$ cat config.mk
export PLATFORM = sky130hd
export DESIGN_NAME = mlaccel_spi_slave
export DESIGN_NICKNAME = d
export VERILOG_FILES = /design/src/rtl/mlaccel_spi_slave.sv
export SDC_FILE = /design/constraint.sdc
export NUM_CORES = 1
export LEC_CHECK = 0
export BUFFER_PORTS_ARGS = -buffer_cell sky130_fd_sc_hd__buf_4
export CORE_MARGIN = 2
export CORE_UTILIZATION = 48
export DETAILED_ROUTE_END_ITERATION = 16
export GPL_TIMING_DRIVEN = 0
export PLACE_DENSITY_LB_ADDON = 0.25
export RECOVER_POWER = 25
export SETUP_SLACK_MARGIN = 0.02
export SYNTH_ARGS = -nofsm -noshare
export SYNTH_HDL_FRONTEND = slang
export SYNTH_SLANG_ARGS = --single-unit
$ cat constraint.sdc
create_clock -name clock -period 1.7 [get_ports clock]
set_input_delay 0.255 -clock clock [delete_from_list [all_inputs] [get_ports clock]]
set_output_delay 0.255 -clock clock [all_outputs]
set_load 0.01 [all_outputs]
$ cat src/rtl/mlaccel_spi_slave.sv
// SPI mode-3 slave front end: oversamples the SPI pins in the system clock domain,
// deserializes MOSI into rx byte strobes and serializes decoder bytes onto MISO.
`timescale 1ns/1ps
module mlaccel_spi_slave #(
  parameter int          SYNC_STAGES = 2,
  parameter int          GLITCH_LEN  = 2,
  parameter logic [7:0]  TX_IDLE     = 8'h00
) (
  input  logic       clock,
  input  logic       resetn,
  input  logic       spi_csb,
  input  logic       spi_clk,
  input  logic       spi_mosi,
  output logic       spi_miso,
  output logic       spi_miso_oe,
  output logic       xfer_start,
  output logic       xfer_end,
  output logic       xfer_abort,
  output logic       rx_valid,
  output logic       rx_first,
  output logic [7:0] rx_data,
  input  logic       tx_valid,
  input  logic [7:0] tx_data,
  output logic       tx_ready
);

  localparam int GCW = (GLITCH_LEN < 2) ? 1 : $clog2(GLITCH_LEN + 1);

  localparam logic [0:0] ST_IDLE   = 1'b0;
  localparam logic [0:0] ST_ACTIVE = 1'b1;

  logic [SYNC_STAGES-1:0] csb_sync_q, csb_sync_d;
  logic [SYNC_STAGES-1:0] sclk_sync_q, sclk_sync_d;
  logic [SYNC_STAGES-1:0] mosi_sync_q, mosi_sync_d;

  logic           filt_q, filt_d;
  logic           filt_prev_q, filt_prev_d;
  logic [GCW-1:0] gcnt_q, gcnt_d;

  logic [0:0] state_q, state_d;
  logic [2:0] bitcnt_q, bitcnt_d;
  logic       first_q, first_d;
  logic [6:0] rx_shift_q, rx_shift_d;
  logic [7:0] rx_data_q, rx_data_d;
  logic       rx_valid_q, rx_valid_d;
  logic       rx_first_q, rx_first_d;
  logic       xfer_start_q, xfer_start_d;
  logic       xfer_end_q, xfer_end_d;
  logic       xfer_abort_q, xfer_abort_d;
  logic [6:0] tx_rem_q, tx_rem_d;
  logic       miso_q, miso_d;
  logic       tx_ready_d;

  logic csb_s, sclk_s, mosi_s;
  logic rise_w, fall_w;

  assign csb_s  = csb_sync_q[SYNC_STAGES-1];
  assign sclk_s = sclk_sync_q[SYNC_STAGES-1];
  assign mosi_s = mosi_sync_q[SYNC_STAGES-1];

  // Edges come from the filtered clock only, so a rejected glitch never shifts a bit.
  assign rise_w = filt_q & ~filt_prev_q;
  assign fall_w = ~filt_q & filt_prev_q;

  always_comb begin
    csb_sync_d  = {csb_sync_q[SYNC_STAGES-2:0], spi_csb};
    sclk_sync_d = {sclk_sync_q[SYNC_STAGES-2:0], spi_clk};
    mosi_sync_d = {mosi_sync_q[SYNC_STAGES-2:0], spi_mosi};

    filt_d      = filt_q;
    filt_prev_d = filt_q;
    gcnt_d      = '0;
    if (sclk_s != filt_q) begin
      if (gcnt_q == GCW'(GLITCH_LEN - 1)) begin
        filt_d = sclk_s;
      end else begin
        gcnt_d = gcnt_q + 1'b1;
      end
    end

    state_d      = state_q;
    bitcnt_d     = bitcnt_q;
    first_d      = first_q;
    rx_shift_d   = rx_shift_q;
    rx_data_d    = rx_data_q;
    rx_first_d   = rx_first_q;
    rx_valid_d   = 1'b0;
    xfer_start_d = 1'b0;
    xfer_end_d   = 1'b0;
    xfer_abort_d = 1'b0;
    tx_rem_d     = tx_rem_q;
    miso_d       = miso_q;
    tx_ready_d   = 1'b0;

    case (state_q)
      ST_IDLE: begin
        if (!csb_s) begin
          state_d      = ST_ACTIVE;
          xfer_start_d = 1'b1;
          bitcnt_d     = 3'd0;
          first_d      = 1'b1;
        end
      end
      default: begin
        // Deselect has priority over any clock edge seen in the same cycle.
        if (csb_s) begin
          state_d      = ST_IDLE;
          xfer_end_d   = 1'b1;
          xfer_abort_d = (bitcnt_q != 3'd0);
          bitcnt_d     = 3'd0;
        end else if (rise_w) begin
          rx_shift_d = {rx_shift_q[5:0], mosi_s};
          bitcnt_d   = bitcnt_q + 3'd1;
          if (bitcnt_q == 3'd7) begin
            rx_valid_d = 1'b1;
            rx_data_d  = {rx_shift_q, mosi_s};
            rx_first_d = first_q;
            first_d    = 1'b0;
          end
        end else if (fall_w) begin
          if (bitcnt_q == 3'd0) begin
            if (tx_valid) begin
              tx_ready_d = 1'b1;
              miso_d     = tx_data[7];
              tx_rem_d   = tx_data[6:0];
            end else begin
              miso_d     = TX_IDLE[7];
              tx_rem_d   = TX_IDLE[6:0];
            end
          end else begin
            miso_d   = tx_rem_q[6];
            tx_rem_d = {tx_rem_q[5:0], 1'b0};
          end
        end
      end
    endcase
  end

  always_ff @(posedge clock or negedge resetn) begin
    if (!resetn) begin
      csb_sync_q   <= '1;
      sclk_sync_q  <= '1;
      mosi_sync_q  <= '0;
      filt_q       <= 1'b1;
      filt_prev_q  <= 1'b1;
      gcnt_q       <= '0;
      state_q      <= ST_IDLE;
      bitcnt_q     <= 3'd0;
      first_q      <= 1'b0;
      rx_shift_q   <= 7'd0;
      rx_data_q    <= 8'd0;
      rx_valid_q   <= 1'b0;
      rx_first_q   <= 1'b0;
      xfer_start_q <= 1'b0;
      xfer_end_q   <= 1'b0;
      xfer_abort_q <= 1'b0;
      tx_rem_q     <= TX_IDLE[6:0];
      miso_q       <= 1'b0;
    end else begin
      csb_sync_q   <= csb_sync_d;
      sclk_sync_q  <= sclk_sync_d;
      mosi_sync_q  <= mosi_sync_d;
      filt_q       <= filt_d;
      filt_prev_q  <= filt_prev_d;
      gcnt_q       <= gcnt_d;
      state_q      <= state_d;
      bitcnt_q     <= bitcnt_d;
      first_q      <= first_d;
      rx_shift_q   <= rx_shift_d;
      rx_data_q    <= rx_data_d;
      rx_valid_q   <= rx_valid_d;
      rx_first_q   <= rx_first_d;
      xfer_start_q <= xfer_start_d;
      xfer_end_q   <= xfer_end_d;
      xfer_abort_q <= xfer_abort_d;
      tx_rem_q     <= tx_rem_d;
      miso_q       <= miso_d;
    end
  end

  assign spi_miso    = miso_q;
  assign spi_miso_oe = (state_q == ST_ACTIVE);
  assign xfer_start  = xfer_start_q;
  assign xfer_end    = xfer_end_q;
  assign xfer_abort  = xfer_abort_q;
  assign rx_valid    = rx_valid_q;
  assign rx_first    = rx_first_q;
  assign rx_data     = rx_data_q;
  assign tx_ready    = tx_ready_d;

endmodule
==> impl_results.md, run 1 <==
* Wire per inst at 13.8 um
* Ranking of synthesized cells by area: dfrtp_1 54%, mux2_2 11%, dfstp_2 9.2%, nand4b_1 3.6%, a31oi_1 2.6%
* Fin. max-slew vios at 0
* Period utilization at 1.06
* Commonest cells in the netlist: 37 x dfrtp_1, 17 x mux2_2, 10 x nand2_1
* Design Area, Final at ~0.0022 mm^2
* GR Layer Usage met2 at 0.276
* Initial Util at 0.507
* Sequential Power Share at 0.567
* Number of buffers created by CTS at 5
* Mean Syn Cell Area at 13.1 um^2
* Largest net degree at the start of global routing at 44
* Top FF cell, synth: dfrtp_1
* Post-synth top area share at 0.543
* Area of the multi-input gates at 656 um^2
* Slew @ Worst Pin at between 0.5 and 0.6 ns
* Sw frac at 0.300
* Failing checks: negative setup slack
* Worst Path Required at 1.44 ns
* Clock Path Buffers at 2
* Root Buffer: clkbuf_4
* Startpoint Class: flip-flop
* Clk pwr share at 0.200
* Post-detail-place hpwl at 2.00 mm
* Post-Synth XOR/XNOR Area at 0.0103
* Combinational share of power at 0.234
* Cell count after synthesis at 130
* Worst Skew at approximately 0.0056 ns
* Internal power at 1.73 mW
* Core footprint at 0.00336 mm^2
* Register area at 0.00109 mm^2
* Area share of and/or/nand/nor cells after synthesis at 0.135
* Fmax at ~550 MHz
* DIE HEIGHT at 63.6 um
* Slew margin rel. at 0.655
* Fin crit period at 1.81 ns
* Most frequent cell after synthesis: dfrtp_1
* Routed WL at 3.08 mm
* Vias/cell at 5.13
* Post-placement cell area at 0.00197 mm^2
* Total track usage at 0.165
* Largest family of logic cells by synthesized area: simple AND/OR/NAND/NOR gates
* Met1 Use GR at 0.203
* Pre-antenna DRT Iters at 4
* Die width at around 64 um
* Share of layout cells above drive strength 1 at 0.446
* Number of routed nets with antenna violations at 0
* Worst skew pair latency at 0.35 ns
* Final hold vios at 0
* I/O Buffers at 28
* Adder-cell share of the synthesized area at 0.0220
* H-tree depth at 2
* Number of synthesized register bits at between 40 and 50
* Seq/Total Area, Yosys at 0.635
* Filler cells at 282
* Max-Cap Viols at 0
* Pre-CTS setup slack at 0.0660 ns
* Mux contribution to synthesized area at 0.124
* Rows at 21
* CP endpoint kind: output port
* Crit-path max FO at 3
* Hold Path Class: in -> reg
* Crit Path Category: reg -> out
* I/O pins at 30
* Worst hold slack at 0.119 ns
* TritonCTS clock tree: built
* Routing usage on met3 at 0.0589
* Fin worst setup slack at -0.105 ns
* Leakage Power at roughly 1 nW
* Grt peak-use layer: met2
* Cell accounting for the most synthesized area: dfrtp_1
* Syn. warnings at 0
* Nets@finish at 193
* GR Overflow Total at 0
* RSZ-0062 raised after global routing: true
* Die ar. at 0.00405 mm^2
* Psw at 739 uW
* Total number of vias at between 1000 and 1500
* First-pass GRT wire length at 5.15 mm
* Mapped Nets at 147
* EDFF count, synth at 0
* Arr. time, crit path at 1.55 ns
* Clock sinks at 43
* Maximum VDD drop at 0.741 mV
* Vias in the first global route at 1158
* Compound-Gate Fraction of Synth Area at 0.0455
* Yosys cell types at 26
* Final setup viols at 1
* Status: finished, violations left
* Post-Route Setup TNS at -0.105 ns
* Clock Pin Slew Worst Setup and Hold Paths at 0.13 ns
* RD Place Congestion at 0.714
* Diode count at 0
* Initial DRC count at 39
* Total power at 2.47 mW
* Power per standard cell area at 1100 mW/mm^2
* Initial antenna violation count at 0
* Area Overhead vs Synth at 31.6%
* Residual DRC at 0
* Async SR Flop Fraction at 1.00
* Mapped Area at 0.00171 mm^2
## routing by layer
layer	up-vias	wire (um)
met5	-	0
met4	0	25
met3	3	147
met2	28	1550
met1	571	1360
li1	541	-
## cell type report
cell class | instances | area share
Timing Repair Buffer | 40 | 0.153
Buffer | 6 | 0.0128
Clock inverter | 3 | 0.00892
Multi-Input combinational cell | 76 | 0.292
Tap cell | 46 | 0.0256
Sequential cell | 43 | 0.484
Clock buffer | 5 | 0.0167
Inverter | 4 | 0.00669
## per-stage QoR
stage               std cells  utilization
global placement          204        0.587
floorplan                 130            -
finish                    223        0.667
detailed placement        204        0.587
CTS                       218        0.622
global route              223        0.667
## placed cells by master (no fill, tap or decap), types with 2 or more instances in the layout
| cell type | synthesis | final |
|---|---|---|
| dfstp_2 | 6 | 6 |
| ha_4 | 0 | 2 |
| clkinvlp_4 | 0 | 2 |
| and2_1 | 3 | 3 |
| nor2_1 | 9 | 9 |
| dfrtp_1 | 37 | 35 |
| clkbuf_1 | 4 | 3 |
| a31oi_1 | 7 | 7 |
| nor2_4 | 1 | 2 |
| nand2_1 | 10 | 10 |
| mux2i_1 | 2 | 2 |
| inv_1 | 4 | 4 |
| mux2_2 | 17 | 8 |
| buf_4 | 1 | 31 |
| nand4b_1 | 7 | 7 |
| clkbuf_4 | 0 | 8 |
| xnor2_1 | 2 | 2 |
| mux2_4 | 0 | 9 |
| dfrtp_2 | 0 | 2 |
| nand2b_1 | 3 | 3 |
| o21ai_0 | 5 | 5 |
| dlygate4sd3_1 | 0 | 4 |
## power by group through the flow
| stage | logic (mW) | clock network (mW) | registers (mW) |
|---|---|---|---|
| after global routing | 0.653 | 0.555 | 1.43 |
| final | 0.576 | 0.492 | 1.40 |
| after floorplan | 0.377 | 0 | 1.38 |
| after global placement | 0.494 | 0 | 1.39 |
| after CTS | 0.543 | 0.507 | 1.39 |
| after detailed placement | 0.517 | 0 | 1.41 |
## registers in the layout, summed over array words and instances, names as in the netlist, 2 cells and up
signal       cells
rx_shift_q       7
gcnt_q           2
tx_rem_q         7
bitcnt_q         3
csb_sync_q       2
sclk_sync_q      2
rx_data          8
mosi_sync_q      2
## worst max-delay path: stages, from the launching register on
cell and delay, ns:
dfstp_2 0.55, nor4bb_4 0.17, buf_2 0.15, and4b_1 0.21, buf_4 0.13
## worst paths after layout
kind | startpoint | to | slack (ns) | cells past startpoint
setup / recovery | filt_prev_q | tx_ready | -0.11 | 4
hold / removal | tx_data[0] | tx_rem_q[0] | 0.12 | 2
setup reg to reg | bitcnt_q[0] | rx_data[0] | 0.04 | 7
min in group asynchronous | resetn | tx_rem_q[4] | 0.41 | 2
hold reg to reg | csb_sync_q[0] | csb_sync_q[1] | 0.37 | 0
max in group asynchronous | resetn | spi_miso_oe | 0.91 | 2
## cell families (layout without fill, tap and decap cells)
family | after synthesis | in the layout
flip-flops | 43 | 43
AND/OR/NAND/NOR | 39 | 39
multiplexers | 19 | 19
AO/OA/AOI/OAI | 13 | 13
buffers and inverters | 11 | 58
adder cells (fa/ha/maj) | 3 | 3
XOR/XNOR | 2 | 2
## timing repair
| action | in CTS | in global routing |
|---|---|---|
| gates resized for setup | 2 | 18 |
| setup buffers | 3 | 4 |
| hold buffers | 4 | 0 |
| pin swaps | 1 | 1 |
| cloned | 0 | 1 |
| endpoints found under the setup margin | 1 | 18 |
| endpoints found under the hold margin | 40 | 0 |
Power figures use the tool's default switching activity.
==> inputs of run 2 (changes only) <==
PLACE_DENSITY = 0.75   (was default)
PLACE_DENSITY_LB_ADDON = default   (was 0.25)
==> impl_results.md, run 2 (synthesized netlist as in run 1, its figures left out) <==
* Status: finished, violations left (unchanged)
* Failing checks: negative setup slack (unchanged)
* Wire per inst at 13.7 um (was 13.8 um)
* Design Area, Final at 0.00219 mm^2 (was 0.00224 mm^2)
* Hold_sp: tx_data[0] (unchanged)
* Sequential Power Share at 0.504 (was 0.567)
* Fin. max-slew vios at 0 (unchanged)
* First-pass GRT wire length at 5.35 mm (was 5.15 mm)
* Crit. Startpoint: filt_prev_q (unchanged)
* DIE HEIGHT at 63.6 um (unchanged)
* Leakage Power at 1.04 nW (was 1.03 nW)
* Number of routed nets with antenna violations at 0 (unchanged)
* Grt peak-use layer: met2 (unchanged)
* Filler cells at 264 (was 282)
* Vias/cell at 5.11 (was 5.13)
* Rows at 21 (unchanged)
* Sw frac at 0.264 (was 0.300)
* Final hold vios at 0 (unchanged)
* Clock Path Buffers at 2 (unchanged)
* Startpoint Class: flip-flop (unchanged)
* Power per standard cell area at 1260 mW/mm^2 (was 1100 mW/mm^2)
* H-tree depth at 2 (unchanged)
* Worst skew pair latency at 0.35 ns (about the same)
* Max-Cap Viols at 0 (unchanged)
* Initial antenna violation count at 0 (unchanged)
* TritonCTS clock tree: built (unchanged)
* GR Overflow Total at 0 (unchanged)
* Crit-path max FO at 2 (was 3)
* Maximum VDD drop at 0.638 mV (was 0.741 mV)
* Post-detail-place hpwl at 2.00 mm (about the same)
* Worst hold slack at 0.119 ns (about the same)
* Residual DRC at 0 (unchanged)
* Internal power at 2.03 mW (was 1.73 mW)
* Largest stage delay on the critical path at 0.55 ns (about the same)
* Die width at 63.6 um (unchanged)
* Pre-antenna DRT Iters at 4 (unchanged)
* RSZ-0062 raised after global routing: true (unchanged)
* Clk pwr share at 0.282 (was 0.200)
* Worst Path Required at 1.44 ns (about the same)
* Max FFs per register at 8 (unchanged)
* I/O Buffers at 28 (unchanged)
* Root Buffer: clkbuf_4 (unchanged)
* Total power at 2.75 mW (was 2.47 mW)
* CP endpoint kind: output port (unchanged)
* Hold Path Class: in -> reg (unchanged)
* Pre-CTS setup slack at 0.0515 ns (was 0.0660 ns)
* Core footprint at 0.00336 mm^2 (unchanged)
* Met1 Use GR at 0.194 (was 0.203)
* GR Layer Usage met2 at 0.296 (was 0.276)
* CP cell instances: nor4bb_4 -> buf_2 -> and4b_1 -> buf_6 (was nor4bb_4 -> buf_2 -> and4b_1 -> buf_4)
* RR Endpoint: rx_data[0] (unchanged)
* Most frequent cells in the layout: 36 x dfrtp_1, 29 x buf_4, 17 x mux2_2, 10 x nand2_1, 9 x nor2_1 (was 35 x dfrtp_1, 31 x buf_4, 10 x nand2_1, 9 x nor2_1, 9 x mux2_4)
* Clock sinks at 43 (unchanged)
* Slew @ Worst Pin at 1.02 ns (was 0.517 ns)
* Fin worst setup slack at -0.114 ns (was -0.105 ns)
* Vias in the first global route at 1222 (was 1158)
* Post-Place Cells at 204 (unchanged)
* Fmax at 551 MHz (was 554 MHz)
* Final Instance Count excl. Fillers at 221 (was 223)
* RD Place Congestion at 0.854 (was 0.714)
* Final setup viols at 1 (unchanged)
* Number of buffers created by CTS at 5 (unchanged)
* Combinational share of power at 0.214 (was 0.234)
* Psw at 727 uW (was 739 uW)
* Crit Path Category: reg -> out (unchanged)
* Fin crit period at 1.81 ns (about the same)
* Post-Route Setup TNS at -0.114 ns (was -0.105 ns)
* Slowest-stage cell, CP: dfstp_2 (unchanged)
* Routed WL at 3.04 mm (was 3.08 mm)
* Clock Pin Slew Worst Setup and Hold Paths at 0.12 ns (was 0.13 ns)
* Slew margin rel. at 0.322 (was 0.655)
* Period utilization at 1.07 (was 1.06)
* Layout Utilization at 0.652 (was 0.667)
* Routing usage on met3 at 0.0500 (was 0.0589)
* Nets@finish at 191 (was 193)
* Share of layout cells above drive strength 1 at 0.417 (was 0.446)
* I/O pins at 30 (unchanged)
* Initial DRC count at 49 (was 39)
* Worst Skew at 0.0108 ns (was 0.00560 ns)
* Diode count at 0 (unchanged)
* Arr. time, crit path at 1.56 ns (was 1.55 ns)
* Post-placement cell area at 0.00197 mm^2 (unchanged)
* Total track usage at 0.173 (was 0.165)
* Worst Hold Path EP: tx_rem_q[0] (unchanged)
* Largest net degree at the start of global routing at 44 (unchanged)
* Worst R2R Path Depth at 6 (was 7)
* Reg2Reg Setup Slack at 0.09 ns (was 0.04 ns)
* Area Overhead vs Synth at 28.6% (was 31.6%)
* Total number of vias at 1130 (was 1143)
* Initial Util at 0.507 (unchanged)
* Critical register-to-register path startpoint: bitcnt_q[1] (was bitcnt_q[0])
* Die ar. at 0.00405 mm^2 (unchanged)
* Most common cell after layout, fill and taps aside: dfrtp_1 (unchanged)
* Hold Path Stages at 2 (unchanged)
==> run 2: cell types whose count changed in the layout (fill, tap and decap cells not counted), moves of 2 or more <==
cell	change
mux2_4	-9
bufinv_16	+2
clkinvlp_4	-2
ha_1	+2
buf_4	-2
mux2_2	+9
ha_4	-2
==> run 2: cell type report <==
cell class	instances	area (um^2)	area share
Sequential cell	43	1080	0.495
Buffer	6	28.8	0.0131
Timing Repair Buffer	38	309	0.141
Clock buffer	6	41.3	0.0188
Tap cell	46	57.6	0.0262
Inverter	4	15.0	0.00685
Clock inverter	2	60.1	0.0274
Multi-Input combinational cell	76	597	0.272
==> run 2: how the worst max path moves through the flow <==
stage                               end  slack (ns)  cells past startpoint
final                          tx_ready       -0.11                      4
after CTS                      tx_ready       -0.14                      4
after global routing           tx_ready       -0.22                      4
after floorplan           rx_shift_q[0]        0.24                      4
after detailed placement  rx_shift_q[6]        0.05                      4
after global placement    rx_shift_q[1]        0.11                      4
==> run 2: layer usage <==
layer	routed length, um	share of wire
met5	0	0
met3	158	0.052
met4	85	0.028
met1	1280	0.42
met2	1510	0.50
==> run 2: repair_timing <==
item / in CTS / in global routing
buffers inserted: 4 / 2
gates resized for setup: 3 / 3
gates cloned: 0 / 0
setup endpoints to repair: 1 / 16
pin swaps: 1 / 1
hold buffers: 4 / 0
endpoints found under the hold margin: 40 / 0
==> run 2: critical path, delay by kind of cell (launching register included) <==
family,cells,cell delay [ns]
buffers and inverters,2,0.27
DFF,1,0.55
and+or+nand+nor,2,0.41
==> run 2: power by group through the flow <==
stage | registers, mW | logic (mW) | clock network [mW]
after floorplan | 1.38 | 0.377 | 0
after global placement | 1.39 | 0.499 | 0
after CTS | 1.38 | 0.574 | 0.797
final | 1.39 | 0.588 | 0.777
after detailed placement | 1.41 | 0.524 | 0
after global routing | 1.43 | 0.656 | 0.844
==> inputs of run 3 (changes only) <==
BUFFER_PORTS_ARGS = default   (was -buffer_cell sky130_fd_sc_hd__buf_4)
DONT_BUFFER_PORTS = 1   (was default)
PLACE_DENSITY = 0.68   (was 0.75)
==> impl_results.md, run 3 (synthesized netlist as in run 1, its figures left out) <==
* Clock Path Buffers at 2 (unchanged)
* RSZ-0062 raised after global routing: true (unchanged)
* Worst Skew at 0.0129 ns (was 0.0108 ns)
* Maximum VDD drop at 0.619 mV (was 0.638 mV)
* Initial Util at 0.507 (unchanged)
* Pre-antenna DRT Iters at 4 (unchanged)
* RD Place Congestion at 0.746 (was 0.854)
* Fin. max-slew vios at 0 (unchanged)
* Crit-path max FO at 7 (was 2)
* I/O Buffers at 0 (was 28)
* Residual DRC at 0 (unchanged)
* Largest stage delay on the critical path at 0.47 ns (was 0.55 ns)
* Filler cells at 300 (was 264)
* Sw frac at 0.274 (was 0.264)
* Final setup viols at 1 (unchanged)
* Leakage Power at 0.856 nW (was 1.04 nW)
* DIE HEIGHT at 63.6 um (unchanged)
* GR Overflow Total at 0 (unchanged)
* I/O pins at 30 (unchanged)
* Fmax at 569 MHz (was 551 MHz)
* Area Overhead vs Synth at 12.2% (was 28.6%)
* Number of buffers created by CTS at 5 (unchanged)
* Diode count at 0 (unchanged)
* Max FFs per register at 8 (unchanged)
* Initial antenna violation count at 0 (unchanged)
* Number of routed nets with antenna violations at 0 (unchanged)
* Most common cell after layout, fill and taps aside: dfrtp_1 (unchanged)
* Slowest-stage cell, CP: dfrtp_2 (was dfstp_2)
* Post-placement cell area at 0.00176 mm^2 (was 0.00197 mm^2)
* Fin worst setup slack at -0.0588 ns (was -0.114 ns)
* Sequential Power Share at 0.564 (was 0.504)
* Largest net degree at the start of global routing at 44 (unchanged)
* CP endpoint kind: output port (unchanged)
* Vias in the first global route at 1072 (was 1222)
* Routed WL at 2.75 mm (was 3.04 mm)
* Worst Path Required at 1.44 ns (about the same)
* Slew @ Worst Pin at 1.01 ns (was 1.02 ns)
* Register area at 0.00108 mm^2 (unchanged)
* Core footprint at 0.00336 mm^2 (unchanged)
* Startpoint Class: flip-flop (unchanged)
* Crit path buf inv count at 1 (was 2)
* CP cell instances: nor4bb_1 -> buf_2 -> and4b_2 (was nor4bb_4 -> buf_2 -> and4b_1 -> buf_6)
* Area of the multi-input gates at 583 um^2 (was 597 um^2)
* Combinational share of power at 0.193 (was 0.214)
* Total number of vias at 1004 (was 1130)
* Reg2Reg Setup Slack at 0.11 ns (was 0.09 ns)
* Period utilization at 1.03 (was 1.07)
* Failing checks: negative setup slack (unchanged)
* Most frequent cells in the layout: 36 x dfrtp_1, 17 x mux2_2, 10 x nand2_1, 9 x nor2_1 (was 36 x dfrtp_1, 29 x buf_4, 17 x mux2_2, 10 x nand2_1, 9 x nor2_1)
* Top Family by Delay on Critical Path: simple AND/OR/NAND/NOR gates (was flip-flops)
* Arr. time, crit path at 1.50 ns (was 1.56 ns)
* Power per standard cell area at 1300 mW/mm^2 (was 1260 mW/mm^2)
* Clock sinks at 43 (unchanged)
* Fin crit period at 1.76 ns (was 1.81 ns)
* Post-detail-place hpwl at 1.91 mm (was 2.00 mm)
* Layout Utilization at 0.569 (was 0.652)
* Internal power at 1.80 mW (was 2.03 mW)
* Psw at 679 uW (was 727 uW)
* Rows at 21 (unchanged)
* Crit Path Category: reg -> out (unchanged)
* Total track usage at 0.159 (was 0.173)
* Slew margin rel. at 0.327 (was 0.322)
* Nets@finish at 160 (was 191)
* H-tree depth at 2 (unchanged)
* Status: finished, violations left (unchanged)
* Root Buffer: clkbuf_4 (unchanged)
* First-pass GRT wire length at 4.82 mm (was 5.35 mm)
* Die width at 63.6 um (unchanged)
* Share of layout cells above drive strength 1 at 0.287 (was 0.417)
* Initial DRC count at 55 (was 49)
* Max-Cap Viols at 0 (unchanged)
* Vias/cell at 5.31 (was 5.11)
* Final hold vios at 0 (unchanged)
* Wire per inst at 14.6 um (was 13.7 um)
* Die ar. at 0.00405 mm^2 (unchanged)
* Clock Pin Slew Worst Setup and Hold Paths at 0.11 ns (was 0.12 ns)
* TritonCTS clock tree: built (unchanged)
* Worst skew pair latency at 0.35 ns (about the same)
* Clk pwr share at 0.243 (was 0.282)
* Hold Path Class: in -> reg (unchanged)
* Design Area, Final at 0.00191 mm^2 (was 0.00219 mm^2)
-- run 3: cell types whose count changed in the layout (fill, tap and decap cells not counted), sizes merged --
cell | previous run | this run
buf | 32 | 4
clkbuf | 14 | 11
bufinv | 2 | 1
-- run 3: layout make-up --
type,instances,area share
multi-input cells,76,0.305
inverters,4,0.00785
clock buffers,6,0.0216
repair buffers,8,0.0419
flip-flops and latches,43,0.567
plain buffers,5,0.0111
well taps,46,0.0301
clock inverters,1,0.0157
-- run 3: path summary, 6_finish.rpt --
check | startpoint | endpoint | cells after the start
min reg2reg | mosi_sync_q[0] | mosi_sync_q[1] | 0
max | spi_miso_oe | tx_ready | 3
max reg2reg | bitcnt_q[1] | rx_data[6] | 6
min | tx_data[0] | tx_rem_q[0] | 1
max in group asynchronous | resetn | spi_miso_oe | 2
min in group asynchronous | resetn | tx_rem_q[4] | 2
-- run 3: what timing repair did --
action	CTS	global route
buffers inserted	2	1
endpoints found under the hold margin	46	0
pin swaps	1	1
endpoints found under the setup margin	1	18
hold buffers	5	0
gates resized for setup	2	2
-- run 3: per-stage QoR --
step	hold WS, ns	instances	setup TNS, ns	power (mW)	setup slack (ns)
floorplan	-0.0406	130	0	1.75	0.238
global placement	-0.0394	176	0	1.82	0.126
detailed placement	-0.0397	176	0	1.86	0.0661
CTS	0.0325	189	-0.0909	2.51	-0.0909
global route	0.0442	189	-0.152	2.65	-0.152
finish	0.0514	189	-0.0588	2.48	-0.0588
-- run 3: power groups by stage --
stage          clock network (mW)  registers [mW]  logic (mW)
6_report                    0.603            1.40       0.478
5_1_grt                     0.672            1.43       0.544
4_1_cts                     0.628            1.40       0.487
3_5_place_dp                    0            1.42       0.444
3_3_place_gp                    0            1.40       0.416
2_1_floorplan                   0            1.38       0.377
-- run 3: routing by layer --
| layer | wire length [um] | track usage |
|---|---|---|
| met1 | 1180 | 0.186 |
| met4 | 53 | 0.0761 |
| met5 | 0 | 0 |
| met3 | 173 | 0.0589 |
| met2 | 1340 | 0.258 |
